### config.mk
export PLATFORM = sky130hd
export DESIGN_NAME = mips_ctrl_fsm_flat
export DESIGN_NICKNAME = d
export VERILOG_FILES = /design/src/rtl/mips_ctrl_fsm_pkg.sv /design/src/rtl/mips_ctrl_fsm_if.sv /design/src/rtl/mips_ctrl_fsm_alu_op_decode.sv /design/src/rtl/mips_ctrl_fsm.sv /design/src/flat_wrapper.sv
export SDC_FILE = /design/constraint.sdc
export NUM_CORES = 1
export LEC_CHECK = 0
export ABC_AREA = 1
export BUFFER_PORTS_ARGS = -buffer_cell sky130_fd_sc_hd__buf_2
export CAP_MARGIN = 15
export CORE_MARGIN = 2
export CORE_UTILIZATION = 35
export DETAILED_ROUTE_END_ITERATION = 8
export GPL_ROUTABILITY_DRIVEN = 0
export GPL_TIMING_DRIVEN = 0
export SLEW_MARGIN = 20
export SYNTH_ARGS = -nofsm -noshare
export SYNTH_HDL_FRONTEND = slang
export SYNTH_SLANG_ARGS = --single-unit
### constraint.sdc
create_clock -name clk -period 1.8 [get_ports clk]
set_clock_uncertainty 0.15 [all_clocks]
set_input_delay 0.09 -clock clk [delete_from_list [all_inputs] [get_ports clk]]
set_output_delay 0.09 -clock clk [all_outputs]
set_load 0.02 [all_outputs]
### src/rtl/mips_ctrl_fsm_pkg.sv
// Shared encodings for the MIPS multi-cycle control FSM: states, opcodes,
// funct codes, ALU select codes and the decoded instruction class.
package mips_ctrl_fsm_pkg;

  typedef enum logic [2:0] {
    ST_IDLE   = 3'd0,
    ST_DECODE = 3'd1,
    ST_EXEC   = 3'd2,
    ST_MEM    = 3'd3,
    ST_WB     = 3'd4
  } state_t;

  typedef enum logic [2:0] {
    CLS_RTYPE   = 3'd0,
    CLS_IMM_ALU = 3'd1,
    CLS_LW      = 3'd2,
    CLS_SW      = 3'd3,
    CLS_BEQ     = 3'd4
  } op_class_t;

  localparam logic [5:0] OP_RTYPE = 6'b000000;
  localparam logic [5:0] OP_ADDI  = 6'b001000;
  localparam logic [5:0] OP_ANDI  = 6'b001100;
  localparam logic [5:0] OP_ORI   = 6'b001101;
  localparam logic [5:0] OP_XORI  = 6'b001110;
  localparam logic [5:0] OP_SLTI  = 6'b001010;
  localparam logic [5:0] OP_LW    = 6'b100011;
  localparam logic [5:0] OP_SW    = 6'b101011;
  localparam logic [5:0] OP_BEQ   = 6'b000100;

  localparam logic [5:0] FN_AND = 6'b100100;
  localparam logic [5:0] FN_OR  = 6'b100101;
  localparam logic [5:0] FN_XOR = 6'b100110;
  localparam logic [5:0] FN_NOR = 6'b100111;
  localparam logic [5:0] FN_ADD = 6'b100000;
  localparam logic [5:0] FN_SUB = 6'b100010;
  localparam logic [5:0] FN_SLT = 6'b101010;

  localparam logic [2:0] ALU_AND = 3'b000;
  localparam logic [2:0] ALU_OR  = 3'b001;
  localparam logic [2:0] ALU_XOR = 3'b010;
  localparam logic [2:0] ALU_NOR = 3'b011;
  localparam logic [2:0] ALU_SLT = 3'b100;
  localparam logic [2:0] ALU_ADD = 3'b101;
  localparam logic [2:0] ALU_SUB = 3'b110;

  // beq compares two registers, so it is the only I-type without an immediate B operand.
  function automatic logic uses_imm(input op_class_t cls);
    return (cls == CLS_IMM_ALU) || (cls == CLS_LW) || (cls == CLS_SW);
  endfunction

endpackage

### src/rtl/mips_ctrl_fsm_if.sv
// Instruction handshake and control outputs of the MIPS control FSM.
interface mips_ctrl_fsm_if;
    import mips_ctrl_fsm_pkg::*;

    // instr_valid/instr_ready: an instruction transfers on a rising clk edge where
    // both are high; opcode/funct must be stable while instr_valid is high, and
    // instr_ready never depends combinationally on instr_valid.
    logic       instr_valid;
    logic       instr_ready;
    logic [5:0] opcode;
    logic [5:0] funct;
    logic       alu_zero;

    logic [2:0] alu_sel;
    logic       alu_src_imm;
    logic       reg_dst_rd;
    logic       reg_write;
    logic       mem_read;
    logic       mem_write;
    logic       branch_taken;
    logic       done;
    logic       illegal;
    state_t     dbg_state;

    modport master (
        output instr_valid, opcode, funct, alu_zero,
        input  instr_ready, alu_sel, alu_src_imm, reg_dst_rd, reg_write,
               mem_read, mem_write, branch_taken, done, illegal, dbg_state
    );

    modport slave (
        input  instr_valid, opcode, funct, alu_zero,
        output instr_ready, alu_sel, alu_src_imm, reg_dst_rd, reg_write,
               mem_read, mem_write, branch_taken, done, illegal, dbg_state
    );

endinterface

### src/rtl/mips_ctrl_fsm_alu_op_decode.sv
// Purely combinational decode of a captured opcode/funct into ALU select,
// instruction class and an illegal flag.
module alu_op_decode
    import mips_ctrl_fsm_pkg::*;
(
    input  logic [5:0] i_opcode,
    input  logic [5:0] i_funct,
    output logic [2:0] o_alu_sel,
    output op_class_t  o_op_class,
    output logic       o_illegal
);

    always_comb begin
        o_alu_sel  = ALU_AND;
        o_op_class = CLS_RTYPE;
        o_illegal  = 1'b0;
        case (i_opcode)
            OP_RTYPE: begin
                case (i_funct)
                    FN_AND:  o_alu_sel = ALU_AND;
                    FN_OR:   o_alu_sel = ALU_OR;
                    FN_XOR:  o_alu_sel = ALU_XOR;
                    FN_NOR:  o_alu_sel = ALU_NOR;
                    FN_ADD:  o_alu_sel = ALU_ADD;
                    FN_SUB:  o_alu_sel = ALU_SUB;
                    FN_SLT:  o_alu_sel = ALU_SLT;
                    default: o_illegal = 1'b1;
                endcase
            end
            OP_ADDI: begin
                o_op_class = CLS_IMM_ALU;
                o_alu_sel  = ALU_ADD;
            end
            OP_ANDI: begin
                o_op_class = CLS_IMM_ALU;
                o_alu_sel  = ALU_AND;
            end
            OP_ORI: begin
                o_op_class = CLS_IMM_ALU;
                o_alu_sel  = ALU_OR;
            end
            OP_XORI: begin
                o_op_class = CLS_IMM_ALU;
                o_alu_sel  = ALU_XOR;
            end
            OP_SLTI: begin
                o_op_class = CLS_IMM_ALU;
                o_alu_sel  = ALU_SLT;
            end
            // Loads and stores compute base + offset.
            OP_LW: begin
                o_op_class = CLS_LW;
                o_alu_sel  = ALU_ADD;
            end
            OP_SW: begin
                o_op_class = CLS_SW;
                o_alu_sel  = ALU_ADD;
            end
            OP_BEQ: begin
                o_op_class = CLS_BEQ;
                o_alu_sel  = ALU_SUB;
            end
            default: o_illegal = 1'b1;
        endcase
    end

endmodule

### src/rtl/mips_ctrl_fsm.sv
// Multi-cycle MIPS control FSM: accepts one instruction in IDLE and steps it
// through DECODE/EXEC/MEM/WB, emitting one-cycle control pulses.
module mips_ctrl_fsm
    import mips_ctrl_fsm_pkg::*;
(
    input  logic          clk,
    input  logic          rst_n,
    mips_ctrl_fsm_if.slave bus
);

    state_t     r_state;
    state_t     w_next_state;
    logic [5:0] r_opcode;
    logic [5:0] r_funct;

    logic [2:0] w_dec_sel;
    op_class_t  w_op_class;
    logic       w_illegal;

    logic       w_instr_ready;
    logic       w_accept;
    logic [2:0] w_alu_sel;
    logic       w_alu_src_imm;
    logic       w_reg_dst_rd;
    logic       w_reg_write;
    logic       w_mem_read;
    logic       w_mem_write;
    logic       w_branch_taken;
    logic       w_done;
    logic       w_illegal_pulse;

    // Decode runs on the captured fields so a changing bus cannot disturb an in-flight instruction.
    alu_op_decode u_dec (
        .i_opcode   (r_opcode),
        .i_funct    (r_funct),
        .o_alu_sel  (w_dec_sel),
        .o_op_class (w_op_class),
        .o_illegal  (w_illegal)
    );

    assign w_accept = bus.instr_valid && w_instr_ready;

    always_ff @(posedge clk or negedge rst_n) begin
        if (!rst_n) begin
            r_state  <= ST_IDLE;
            r_opcode <= '0;
            r_funct  <= '0;
        end else begin
            r_state <= w_next_state;
            if (w_accept) begin
                r_opcode <= bus.opcode;
                r_funct  <= bus.funct;
            end
        end
    end

    always_comb begin
        w_next_state = r_state;
        case (r_state)
            ST_IDLE:   if (w_accept) w_next_state = ST_DECODE;
            ST_DECODE: w_next_state = w_illegal ? ST_IDLE : ST_EXEC;
            ST_EXEC: begin
                case (w_op_class)
                    CLS_LW, CLS_SW: w_next_state = ST_MEM;
                    CLS_BEQ:        w_next_state = ST_IDLE;
                    default:        w_next_state = ST_WB;
                endcase
            end
            ST_MEM:    w_next_state = (w_op_class == CLS_LW) ? ST_WB : ST_IDLE;
            ST_WB:     w_next_state = ST_IDLE;
            default:   w_next_state = ST_IDLE;
        endcase
    end

    always_comb begin
        w_instr_ready   = 1'b0;
        w_alu_sel       = ALU_AND;
        w_alu_src_imm   = 1'b0;
        w_reg_dst_rd    = 1'b0;
        w_reg_write     = 1'b0;
        w_mem_read      = 1'b0;
        w_mem_write     = 1'b0;
        w_branch_taken  = 1'b0;
        w_done          = 1'b0;
        w_illegal_pulse = 1'b0;
        case (r_state)
            // The state register already sits in IDLE during reset; gating keeps ready low too.
            ST_IDLE: w_instr_ready = rst_n;
            ST_DECODE: begin
                if (w_illegal) begin
                    w_illegal_pulse = 1'b1;
                    w_done          = 1'b1;
                end
            end
            ST_EXEC: begin
                w_alu_sel     = w_dec_sel;
                w_alu_src_imm = uses_imm(w_op_class);
                if (w_op_class == CLS_BEQ) begin
                    w_branch_taken = bus.alu_zero;
                    w_done         = 1'b1;
                end
            end
            ST_MEM: begin
                if (w_op_class == CLS_LW) begin
                    w_mem_read = 1'b1;
                end else begin
                    w_mem_write = 1'b1;
                    w_done      = 1'b1;
                end
            end
            ST_WB: begin
                w_reg_write  = 1'b1;
                w_done       = 1'b1;
                w_reg_dst_rd = (w_op_class == CLS_RTYPE);
            end
            default: ;
        endcase
    end

    assign bus.instr_ready  = w_instr_ready;
    assign bus.alu_sel      = w_alu_sel;
    assign bus.alu_src_imm  = w_alu_src_imm;
    assign bus.reg_dst_rd   = w_reg_dst_rd;
    assign bus.reg_write    = w_reg_write;
    assign bus.mem_read     = w_mem_read;
    assign bus.mem_write    = w_mem_write;
    assign bus.branch_taken = w_branch_taken;
    assign bus.done         = w_done;
    assign bus.illegal      = w_illegal_pulse;
    assign bus.dbg_state    = r_state;

endmodule

### src/flat_wrapper.sv
// flat-port wrapper written by rule: the top's interface ports become plain ports
module mips_ctrl_fsm_flat import mips_ctrl_fsm_pkg::*;
  (clk, rst_n, bus_instr_valid, bus_opcode, bus_funct, bus_alu_zero, bus_instr_ready, bus_alu_sel, bus_alu_src_imm, bus_reg_dst_rd, bus_reg_write, bus_mem_read, bus_mem_write, bus_branch_taken, bus_done, bus_illegal, bus_dbg_state);
  mips_ctrl_fsm_if bus_i ();
  input  logic clk;
  input  logic rst_n;
  input wire logic [$bits(bus_i.instr_valid)-1:0] bus_instr_valid;
  input wire logic [$bits(bus_i.opcode)-1:0] bus_opcode;
  input wire logic [$bits(bus_i.funct)-1:0] bus_funct;
  input wire logic [$bits(bus_i.alu_zero)-1:0] bus_alu_zero;
  output wire logic [$bits(bus_i.instr_ready)-1:0] bus_instr_ready;
  output wire logic [$bits(bus_i.alu_sel)-1:0] bus_alu_sel;
  output wire logic [$bits(bus_i.alu_src_imm)-1:0] bus_alu_src_imm;
  output wire logic [$bits(bus_i.reg_dst_rd)-1:0] bus_reg_dst_rd;
  output wire logic [$bits(bus_i.reg_write)-1:0] bus_reg_write;
  output wire logic [$bits(bus_i.mem_read)-1:0] bus_mem_read;
  output wire logic [$bits(bus_i.mem_write)-1:0] bus_mem_write;
  output wire logic [$bits(bus_i.branch_taken)-1:0] bus_branch_taken;
  output wire logic [$bits(bus_i.done)-1:0] bus_done;
  output wire logic [$bits(bus_i.illegal)-1:0] bus_illegal;
  output wire logic [$bits(bus_i.dbg_state)-1:0] bus_dbg_state;
  assign bus_i.instr_valid = bus_instr_valid;
  assign bus_i.opcode = bus_opcode;
  assign bus_i.funct = bus_funct;
  assign bus_i.alu_zero = bus_alu_zero;
  assign bus_instr_ready = bus_i.instr_ready;
  assign bus_alu_sel = bus_i.alu_sel;
  assign bus_alu_src_imm = bus_i.alu_src_imm;
  assign bus_reg_dst_rd = bus_i.reg_dst_rd;
  assign bus_reg_write = bus_i.reg_write;
  assign bus_mem_read = bus_i.mem_read;
  assign bus_mem_write = bus_i.mem_write;
  assign bus_branch_taken = bus_i.branch_taken;
  assign bus_done = bus_i.done;
  assign bus_illegal = bus_i.illegal;
  assign bus_dbg_state = bus_i.dbg_state;
  mips_ctrl_fsm u_core (.clk(clk), .rst_n(rst_n), .bus(bus_i));
endmodule
# After elaboration in Yosys (flattened, before gate mapping)
# Index checks and enable logic that the tools add are counted.
# totals
ff_bits	15
input_bits	16
# classes
n_eq_ne	24
muxes	25
reduce_logical	11
# ops
operator	n
6-bit equality test (second input constant)	9
3-bit case mux with 6 select lines	2
6-bit by 4-bit equality test with 1-bit output (second input constant)	5
3-bit case mux with 4 select lines	2
1-bit two-way mux	14
3-bit by 2-bit equality test with 1-bit output (second input constant)	4
3-bit two-way mux	3
8-bit OR reduction	1
7-bit OR reduction	1
3-bit by 1-bit equality test with 1-bit output (second input constant)	2
3-bit equality test (second input constant)	2
6-bit by 3-bit equality test with 1-bit output (second input constant)	1
3-bit logical NOT	2
6-bit logical NOT	1
3-bit case mux with 2 select lines	1
5-bit OR reduction	1
1-bit case mux with 4 select lines	1
3-bit OR reduction	1
1-bit logical OR	2
2-bit two-way mux	1
2-bit by 1-bit inequality test with 1-bit output (second input constant)	1
1-bit case mux with 2 select lines	1
2-bit OR reduction	1
1-bit logical AND	1

# Depth between registers and ports, before layout
# Gate-level depths: netlist of run 1.
# logic_depth
word_depth	7
mapped_depth	9
mapped_depth_nobuf	9

# Hierarchy
# A second synthesis of run 1 with hierarchy kept.
# hier_totals
hier_cells	163
area_unflattened_um2	1074.8
# by_module_without_submodules
mod	n_inst	cells_per_inst	area_each_um2	seq_area_each_um2
mips_ctrl_fsm	1	100	763.2	375.4
alu_op_decode	1	63	311.5	0.0

# Worst setup path after synthesis of run 1
# OpenSTA, ideal clock, no wires.
# synth_timing
kind	register -> output
startpoint	reg u_core.r_state[2], in the netlist u_core.bus.dbg_state[2]
endpoint	out bus_reg_dst_rd
arrival_time_ns	1.716
setup_slack_ns	-0.156
path_stages_with_launch	4
cell_sequence	dfrtp_1 > inv_1 > nor3_1 > nor3b_1
# synth_between
elab_chain_cells	2
# synth_lines
item	line_no	text
start: declaration	mips_ctrl_fsm.sv:11	state_t r_state;
start signal: assignment	mips_ctrl_fsm.sv:49	r_state <= w_next_state;
3-bit equality test	mips_ctrl_fsm.sv:86	case (r_state)
1-bit two-way mux	mips_ctrl_fsm.sv:86	
end: declaration	flat_wrapper.sv:14	output wire logic [$bits(bus_i.reg_dst_rd)-1:0] bus_reg_dst_rd;
# Every way passes these cells.

# Worst setup path after layout of run 1
# layout_timing
startpoint	reg u_core.r_opcode[4]
endpoint	out bus_alu_sel[1]
# layout_between
elab_chain_cells	4
word_cells_on_any_way	11
classes_between	eq/ne (7); mux (2); reduce/logical (2)
# layout_lines
item	line_no	text
start: declaration	mips_ctrl_fsm.sv:13	logic [5:0] r_opcode;
start signal: assignment	mips_ctrl_fsm.sv:51	r_opcode <= bus.opcode;
6-bit equality test or 6-bit by 4-bit equality test with 1-bit output (tied branches)	mips_ctrl_fsm_alu_op_decode.sv:17	case (i_opcode)
3-bit OR reduction (no line)	n/a	
3-bit case mux with 6 select lines (*)	mips_ctrl_fsm_alu_op_decode.sv:17	
3-bit two-way mux (*)	mips_ctrl_fsm.sv:86	
end: declaration	flat_wrapper.sv:12	output wire logic [$bits(bus_i.alu_sel)-1:0] bus_alu_sel;
# Mark *: on every way between the ends. The rest lies on a longest branch, timed or not.

==> impl_metrics.json, run 1 <==
{
  "status": "complete, but fails checks",
  "violations": "design-rule violations, negative setup slack",
  "drc_errors": 2,
  "crit_path_start_kind": "flop",
  "max_freq_ghz": 0.553,
  "cts_inserted_buffers": 3,
  "core_um2": 2810,
  "reg2reg_from": "u_core.r_opcode[4]",
  "reg2reg_to": "u_core.bus.dbg_state[1]",
  "yosysWarnings": 0,
  "fillCellCount": 290,
  "critPathMaxFanout": 6,
  "port_buffers": 30,
  "die_h_um": 58.6,
  "ys_seq_area_share_pct": 36.0,
  "area_growth_pct": 45.9,
  "power.total_uw": 1080,
  "power_density_nw_per_um2": 709,
  "arrival_ns": 1.57,
  "drive_above_1_share_pct": 41.9,
  "cp-end-kind": "primary output",
  "synth-seq-cells": 15,
  "nNetsFinal": 220,
  "clockBufferDepth": 2,
  "rsz0062_at_grt": "yes",
  "wl_per_cell_um": 11.0,
  "layout_setup_ws_ns": -0.00932,
  "rrSetupSlack_ns": 0.39,
  "antenna_found_initial": 0,
  "hold_violations": 0,
  "finalCritPeriodShare_pct": 101,
  "required_ns": 1.56,
  "syn_nets": 167,
  "die_x_um": 58.6,
  "grt_max_degree": 17,
  "grt_pass1_wl_um": 4210,
  "clkTransAtPathRegs_ns": 0.09,
  "min_path_type": "input pin to async pin",
  "dp_slack_ns": 0.206,
  "groute.usage.overall_pct": 15.8,
  "period_minus_slack_ns": 1.81,
  "start_util_pct": 37.2,
  "fin_setup_tns_ns": -0.0126,
  "io_pins": 31,
  "critPathKind": "flop to primary output",
  "grt_pass1_vias": 1047,
  "setup_viol": 2,
  "cts_tree": "yes",
  "dp_hpwl_um": 1860,
  "syn_area_per_cell_um2": 6.91,
  "cts.htree.levels": 1,
  "maxCapViolCount": 0,
  "die_area_um2": 3430,
  "via_per_inst": 4.74,
  "postSynthCellCount": 151,
  "register_area_um2": 377,
  "clock_latency_ns": 0.29,
  "rows": 19,
  "multi_input_area_um2": 616,
  "timing.hold.ws_ns": 0.0804,
  "netlist_area_um2": 1040,
  "worst_slew_pin_slew_ns": 0.349,
  "leakage_uw": 0.000851,
  "drt_pass1_iterations": 6,
  "diodes": 0,
  "peakVddDrop_mv": 0.468,
  "slew_headroom_pct": 76.6,
  "drt-initial-drc-count": 23,
  "root_buffer": "clkbuf_4",
  "antenna_left": 0,
  "cts_num_sinks": 15,
  "grt_overflow": 0,
  "worstRegToRegCells": 7,
  "vias": 1108,
  "wl_um": 2570,
  "synth.distinct_cells": 19,
  "slew_violations": 0
}
## repair_timing
item                                    4_1_cts  5_1_grt
endpoints found under the setup margin        5        9
gates resized for setup                      21       11
hold buffers                                 14        0
setup buffers                                 2        2
endpoints found under the hold margin        27        0
pin swaps                                     6        4
## final cells by class
cell class,count,share of cell area [%]
timing repair buffer,48,22.0
buffer,3,2.79
sequential,15,24.7
multi-input combinational,110,40.4
inverter,23,5.67
clock buffer,3,1.48
tap,31,2.55
clock inverter,1,0.329
## through the flow
stage          std cells  cell area [um^2]  utilization, %
2_1_floorplan        151              1050               -
3_3_place_gp         212              1240            44.1
3_5_place_dp         212              1240            44.1
4_1_cts              232              1480            52.8
5_1_grt              234              1520            54.3
6_report             234              1520            54.3
## registers in the layout, summed over array words and instances (netlist names)
| register | count |
|---|---|
| u_core.r_opcode | 6 |
| u_core.bus.dbg_state | 3 |
| u_core.r_funct | 6 |
## Yosys cell counts
cell      n  share of area, %
nand4_1   1              0.60
nand2_4   1               1.1
and3_1    1              0.60
nand3_1  19               9.1
a21oi_1   2              0.96
nor2_4    1               1.1
nor2_1   20               7.2
dfrtp_1  15                36
o22ai_1   1              0.60
nand2_1  40                14
buf_6     2               2.2
nor3_1    4               1.9
o21ai_0   1              0.48
nand3_2   1              0.96
a21oi_2   7               5.9
nor2_2    9               5.4
nor3b_1   2               1.4
buf_12    1               1.9
inv_1    23               8.3
## cell families after synthesis
logic type / synth area share, %
simple gates: 43.8
flops: 36.0
buf+inv: 12.3
compound gates: 7.91
## placed cells by master (no fill, tap or decap), types with 4 or more instances in the layout
cell type,count
nand3_2,4
nor2_2,12
nand2_2,7
buf_6,4
nand3_1,16
nand2_1,33
inv_2,5
dfrtp_1,14
nor2_4,4
inv_1,18
buf_2,27
a21oi_2,8
dlygate4sd3_1,14
nor2_1,14
buf_4,5
## worst max path at each step
stage	from	end	slack (ns)	cells after the start
6_report	u_core.r_opcode[4]	bus_alu_sel[1]	-0.009	8
5_1_grt	u_core.r_opcode[4]	bus_alu_sel[1]	-0.16	8
4_1_cts	u_core.r_opcode[4]	bus_alu_sel[1]	-0.009	10
3_5_place_dp	u_core.r_opcode[1]	bus_alu_sel[1]	0.21	8
3_3_place_gp	u_core.r_opcode[1]	bus_alu_sel[1]	0.24	8
2_1_floorplan	u_core.bus.dbg_state[2]	bus_reg_dst_rd	0.002	3
## power breakdown
part	internal, uW	total [uW]	switching (uW)	leakage (uW)
combinational	179	421	242	0.000655
sequential	397	467	70.3	0.000178
clock	82.6	193	110	0.0000177
## worst max-delay path: stages (launching register included)
cell and delay (ns):
dfrtp_1 0.43, nor2_4 0.21, nand3_2 0.18, inv_1 0.10, nor2_1 0.05, nand2_1 0.05
nand2_1 0.04, nor2_1 0.08, buf_4 0.14
## per-layer routing
metal / part of all wire, % / GRT usage [%] / routed length, um
met1: 43 / 17.6 / 1110
met2: 52 / 30.0 / 1350
met3: 4.0 / 4.84 / 103
met4: 0.16 / 2.27 / 4
met5: 0 / 0 / 0
(Power assumes the default switching activity.)
==> inputs of run 2 (changes only) <==
--- a/config.mk
+++ b/config.mk
@@ -5,7 +5,6 @@
 export SDC_FILE = /design/constraint.sdc
 export NUM_CORES = 1
 export LEC_CHECK = 0
-export ABC_AREA = 1
 export BUFFER_PORTS_ARGS = -buffer_cell sky130_fd_sc_hd__buf_2
 export CAP_MARGIN = 15
 export CORE_MARGIN = 2
==> impl_metrics.json, run 2 <==
{
  "yosysWarnings": 0,
  "synth-seq-cells": 15,
  "die_x_um": 56.8,
  "vias": 1050,
  "max_freq_ghz": 0.437,
  "synth.area.top_cells": "dfrtp_1 (39%), mux2_2 (14%), a21oi_1 (5.6%)",
  "root_buffer": "clkbuf_4",
  "most-common-layout-cells": "buf_2 (21), buf_4 (19), dlygate4sd3_1 (13)",
  "setup_viol": 11,
  "dp_hpwl_um": 1730,
  "critPathKind": "flop to primary output",
  "clkTransAtPathRegs_ns": 0.10,
  "combPwrFrac_pct": 49.1,
  "die_area_um2": 3220,
  "io_pins": 31,
  "grt_pass1_vias": 999,
  "synthXorXnorAreaFrac_pct": 0.899,
  "slew_violations": 0,
  "cts_tree": "yes",
  "synthTopCellsByCount": "dfrtp_1 (15), mux2_2 (12), a21oi_1 (11), nor2_1 (11)",
  "dp.cells": 169,
  "fillCellCount": 249,
  "synth_top_family_by_area": "simple AND/OR/NAND/NOR gates",
  "rows": 19,
  "synth_most_common_cell": "dfrtp_1",
  "via_per_inst": 5.25,
  "layout_commonest_cell": "buf_2",
  "layout_setup_ws_ns": -0.491,
  "syn_nets": 124,
  "synth-main-ff-cell": "dfrtp_1",
  "cts_num_sinks": 15,
  "intPower_uw": 865,
  "area_growth_pct": 69.8,
  "antenna_found_initial": 0,
  "synth_area_leader_cell": "dfrtp_1",
  "worst_slew_pin_slew_ns": 0.722,
  "synthMuxAreaShare_pct": 13.9,
  "wl_per_cell_um": 14.4,
  "grt_overflow": 0,
  "min_path_type": "input pin to flop",
  "ys_seq_area_share_pct": 38.5,
  "finalNonFillerCells": 200,
  "maxCapViolCount": 0,
  "p_sw_share_pct": 39.0,
  "critPathMaxFanout": 7,
  "synth.distinct_cells": 34,
  "period_minus_slack_ns": 2.29,
  "cts.htree.levels": 1,
  "synth_edf_count": 0,
  "sequentialPowerShare_pct": 36.4,
  "groute.usage.overall_pct": 18.2,
  "drive_above_1_share_pct": 59.2,
  "synth_fa_ha_area_share_pct": 0,
  "slew_headroom_pct": 51.7,
  "syn_area_per_cell_um2": 9.02,
  "drc_errors": 0,
  "synthSimpleGateAreaFrac_pct": 27.7,
  "clockPowerShare_pct": 14.5,
  "grt_pass1_wl_um": 4530,
  "diodes": 0,
  "wl_um": 2880,
  "dp_slack_ns": -0.421,
  "netlist_area_um2": 975,
  "grt_max_degree": 16,
  "peakVddDrop_mv": 0.553,
  "rsz0062_at_grt": "yes",
  "leakage_uw": 0.000743,
  "violations": "negative setup slack",
  "finish.utilization_pct": 61.1,
  "ys_async_sr_fraction_pct": 100,
  "status": "complete, but fails checks",
  "start_util_pct": 36.0,
  "cp-end-kind": "primary output",
  "required_ns": 1.56,
  "postSynthCellCount": 108,
  "cts_inserted_buffers": 3,
  "switchingPower_uw": 553,
  "power_density_nw_per_um2": 857,
  "clock_latency_ns": 0.30,
  "drt_pass1_iterations": 4,
  "finalCritPeriodShare_pct": 127,
  "synth-compound-area-share_pct": 13.7,
  "arrival_ns": 2.05,
  "synth_top_area_share_pct": 38.5,
  "drt-initial-drc-count": 22,
  "hold_violations": 0,
  "crit_path_start_kind": "flop",
  "core_um2": 2710,
  "antenna_left": 0,
  "nNetsFinal": 186,
  "clockBufferDepth": 2,
  "port_buffers": 30,
  "die_h_um": 56.8
}
## run 2: changes by cell type in the layout (fill, tap and decap cells not counted), sizes merged, moves of 12 or more
cell / previous run / this run
buf: 37 / 49
inv: 23 / 6
mux2: 0 / 12
nand2: 41 / 7
nand3: 20 / 1
nor2: 30 / 11
## run 2: power groups by stage
stage	Combinational (uW)	Sequential (uW)	Clock, uW
global route	750	529	235
finish	697	516	206
global placement	439	492	0
floorplan	348	484	0
CTS	541	524	213
detailed placement	449	496	0
## run 2: cells by family after synthesis
group           count (synthesis)
buf+inv                        11
compound gates                 22
flops                          15
xor+xnor                        1
mux                            12
simple gates                   47
## run 2: area by class of cell
class / instances / area [um^2] / area share, %
buffer: 2 / 18.8 / 1.13
clock buffer: 3 / 22.5 / 1.36
clock inverter: 1 / 5.00 / 0.302
inverter: 6 / 22.5 / 1.36
multi-input combinational: 82 / 703 / 42.5
sequential: 15 / 384 / 23.2
tap: 31 / 38.8 / 2.34
timing repair buffer: 60 / 460 / 27.8
## run 2: path summary, 6_finish.rpt
kind                                    startpoint                 endpoint  slack [ns]  depth (start not counted)
worst max register to register  u_core.r_opcode[3]  u_core.bus.dbg_state[2]       -0.13                          9
worst max-delay path            u_core.r_opcode[3]           bus_alu_sel[1]       -0.49                          6
min in group asynchronous                    rst_n        u_core.r_funct[4]        0.28                          2
worst min register to register   u_core.r_funct[5]        u_core.r_funct[5]        0.37                          1
worst min-delay path               bus_instr_valid        u_core.r_funct[2]        0.04                          3
max in group asynchronous                    rst_n  u_core.bus.dbg_state[2]        0.72                          2
## run 2: stage by stage
stage | setup TNS (ns) | cell area (um^2) | hold slack, ns | power (uW)
4_1_cts | -3.16 | 1530 | 0.0370 | 1280
6_report | -2.83 | 1660 | 0.0377 | 1420
3_5_place_dp | -1.57 | 1220 | -0.123 | 945
2_1_floorplan | -0.249 | 1040 | -0.356 | 831
5_1_grt | -3.88 | 1660 | 0.0485 | 1510
3_3_place_gp | -1.44 | 1220 | -0.124 | 931
## run 2: timing repair
| action | CTS | global route |
|---|---|---|
| hold buffers | 13 | 0 |
| endpoints found under the hold margin | 27 | 0 |
| setup endpoints to repair | 11 | 12 |
| setup buffers | 9 | 10 |
| pin swaps | 9 | 7 |
| gates resized for setup | 30 | 18 |
## run 2: layer usage
layer	global-route usage [%]	vias up	share of wire, %
met5	0	-	0
met2	29.7	29	50
met3	2.76	7	4.1
li1	-	508	-
met1	24.2	506	44
met4	6.98	0	1.7
## run 2: critical path: stages (launching register included)
cell and delay, ns:
dfrtp_1 0.38, buf_6 0.13, or3_4 0.35, nor3_4 0.13, or4b_4 0.49, a21oi_4 0.14, buf_6 0.13
==> inputs of run 3 (changes only) <==
--- a/config.mk
+++ b/config.mk
@@ -8,10 +8,13 @@
 export BUFFER_PORTS_ARGS = -buffer_cell sky130_fd_sc_hd__buf_2
 export CAP_MARGIN = 15
 export CORE_MARGIN = 2
-export CORE_UTILIZATION = 35
+export CORE_UTILIZATION = 49
+export CTS_CLUSTER_DIAMETER = 80
 export DETAILED_ROUTE_END_ITERATION = 8
 export GPL_ROUTABILITY_DRIVEN = 0
 export GPL_TIMING_DRIVEN = 0
+export PLACE_DENSITY = 0.77
+export SKIP_LAST_GASP = 1
 export SLEW_MARGIN = 20
 export SYNTH_ARGS = -nofsm -noshare
 export SYNTH_HDL_FRONTEND = slang
==> impl_metrics.json, run 3 (synthesis gave the netlist of run 2 again) <==
{
  "grt_max_degree": 16,
  "timing.hold.ws_ns": 0.0464,
  "arrival_ns": 2.10,
  "via_per_inst": 5.59,
  "nNetsFinal": 181,
  "io_pins": 31,
  "slew_violations": 0,
  "die_h_um": 48.6,
  "required_ns": 1.56,
  "cts_inserted_buffers": 3,
  "status": "complete, but fails checks",
  "cts_num_sinks": 15,
  "groute.usage.overall_pct": 23.9,
  "wl_um": 3030,
  "core_um2": 1920,
  "finalNonFillerCells": 191,
  "clock_latency_ns": 0.30,
  "period_minus_slack_ns": 2.34,
  "cp_common_cell": "buf_6",
  "layout_commonest_cell": "buf_2",
  "cpPeakStageDelay_ns": 0.38,
  "crit_path_start_kind": "flop",
  "grt_pass1_wl_um": 4370,
  "grt_overflow": 0,
  "root_buffer": "clkbuf_4",
  "grt_pass1_vias": 977,
  "start_util_pct": 50.7,
  "rsz0062_at_grt": "yes",
  "antenna_found_initial": 0,
  "max_freq_ghz": 0.427,
  "die_area_um2": 2360,
  "critPathMaxFanout": 6,
  "cts.htree.levels": 1,
  "leakage_uw": 0.000692,
  "crit_family": "simple AND/OR/NAND/NOR gates",
  "dp_hpwl_um": 1600,
  "clkTransAtPathRegs_ns": 0.09,
  "drc_errors": 0,
  "clockBufferDepth": 2,
  "layout_setup_ws_ns": -0.539,
  "port_buffers": 30,
  "finish.utilization_pct": 81.8,
  "wl_per_cell_um": 15.8,
  "drt-initial-drc-count": 31,
  "cts_tree": "yes",
  "die_x_um": 48.6,
  "most-common-layout-cells": "buf_2 (25), buf_4 (13), dlygate4sd3_1 (13)",
  "vias": 1068,
  "worstPathCellList": "buf_6 > or3_4 > nor3_4 > buf_4 > or3b_4 > a21oi_4 > buf_6",
  "diodes": 0,
  "worst_slew_pin_slew_ns": 0.689,
  "violations": "negative setup slack",
  "drive_above_1_share_pct": 56.1,
  "min_path_type": "input pin to flop",
  "slew_headroom_pct": 53.9,
  "peakVddDrop_mv": 0.785,
  "critPathKind": "flop to primary output",
  "cp-end-kind": "primary output",
  "area_growth_pct": 61.4,
  "drt_pass1_iterations": 4,
  "dp.cells": 165,
  "maxCapViolCount": 0,
  "setup_viol": 9,
  "worst-path-buf-inv": 3,
  "antenna_left": 0,
  "cp_slowest_cell": "dfrtp_1",
  "hold_violations": 0,
  "power_density_nw_per_um2": 875,
  "rows": 16,
  "finalCritPeriodShare_pct": 130
}
==> run 3: changes by cell type in the layout (fill, tap and decap cells not counted), sizes merged <==
cell  previous run  this run
buf             49        44
==> run 3: power breakdown <==
group	switching [uW]	internal [uW]	leakage, uW
Sequential	98.7	416	0.000173
Clock	119	83.0	0.0000177
Combinational	337	323	0.000501
==> run 3: path summary, 6_finish.rpt <==
| kind | cells past startpoint | startpoint | to | slack, ns |
|---|---|---|---|---|
| worst max register to register | 7 | u_core.r_opcode[3] | u_core.bus.dbg_state[1] | 0.07 |
| worst max-delay path | 7 | u_core.r_opcode[3] | bus_alu_sel[0] | -0.54 |
| worst min-delay path | 3 | bus_instr_valid | u_core.r_opcode[5] | 0.05 |
| max in group asynchronous | 2 | rst_n | u_core.bus.dbg_state[1] | 0.78 |
| min in group asynchronous | 2 | rst_n | u_core.r_opcode[3] | 0.23 |
| worst min register to register | 1 | u_core.r_funct[5] | u_core.r_funct[5] | 0.40 |
==> run 3: cell type report <==
cell class | count | area [um^2]
clock inverter | 1 | 5.00
tap | 27 | 33.8
timing repair buffer | 55 | 402
inverter | 6 | 22.5
fill | 124 | 349
multi-input combinational | 82 | 684
sequential | 15 | 384
clock buffer | 3 | 22.5
buffer | 2 | 18.8
==> run 3: repair_timing <==
| item | 4_1_cts | 5_1_grt |
|---|---|---|
| hold buffers | 13 | 0 |
| gates resized for setup | 16 | 20 |
| pin swaps | 5 | 4 |
| hold endpoints to repair | 27 | 0 |
| buffers inserted | 2 | 11 |
| endpoints found under the setup margin | 11 | 12 |
| cloned | 0 | 0 |
==> run 3: per-layer routing <==
layer,vias to the layer above,track usage (%),part of all wire [%]
li1,494,-,-
met1,526,30.0,39
met2,41,40.0,53
met3,7,1.85,5.6
met4,0,14.8,1.9
met5,-,0,0
==> run 3: per-stage QoR <==
stage	total power, uW	setup TNS [ns]	area (um^2)	setup slack, ns
floorplan	831	-0.249	1040	-0.145
global placement	924	-1.20	1220	-0.373
detailed placement	943	-1.32	1220	-0.371
CTS	1210	-3.10	1440	-0.579
global route	1450	-3.33	1570	-0.592
finish	1380	-2.60	1570	-0.539
==> run 3: worst register-to-register path: cells and delay by family, from the launching register on <==
family / cells / cell delay (ns)
compound gates: 2 / 0.25
simple gates: 2 / 0.49
buf+inv: 3 / 0.37
flops: 1 / 0.38
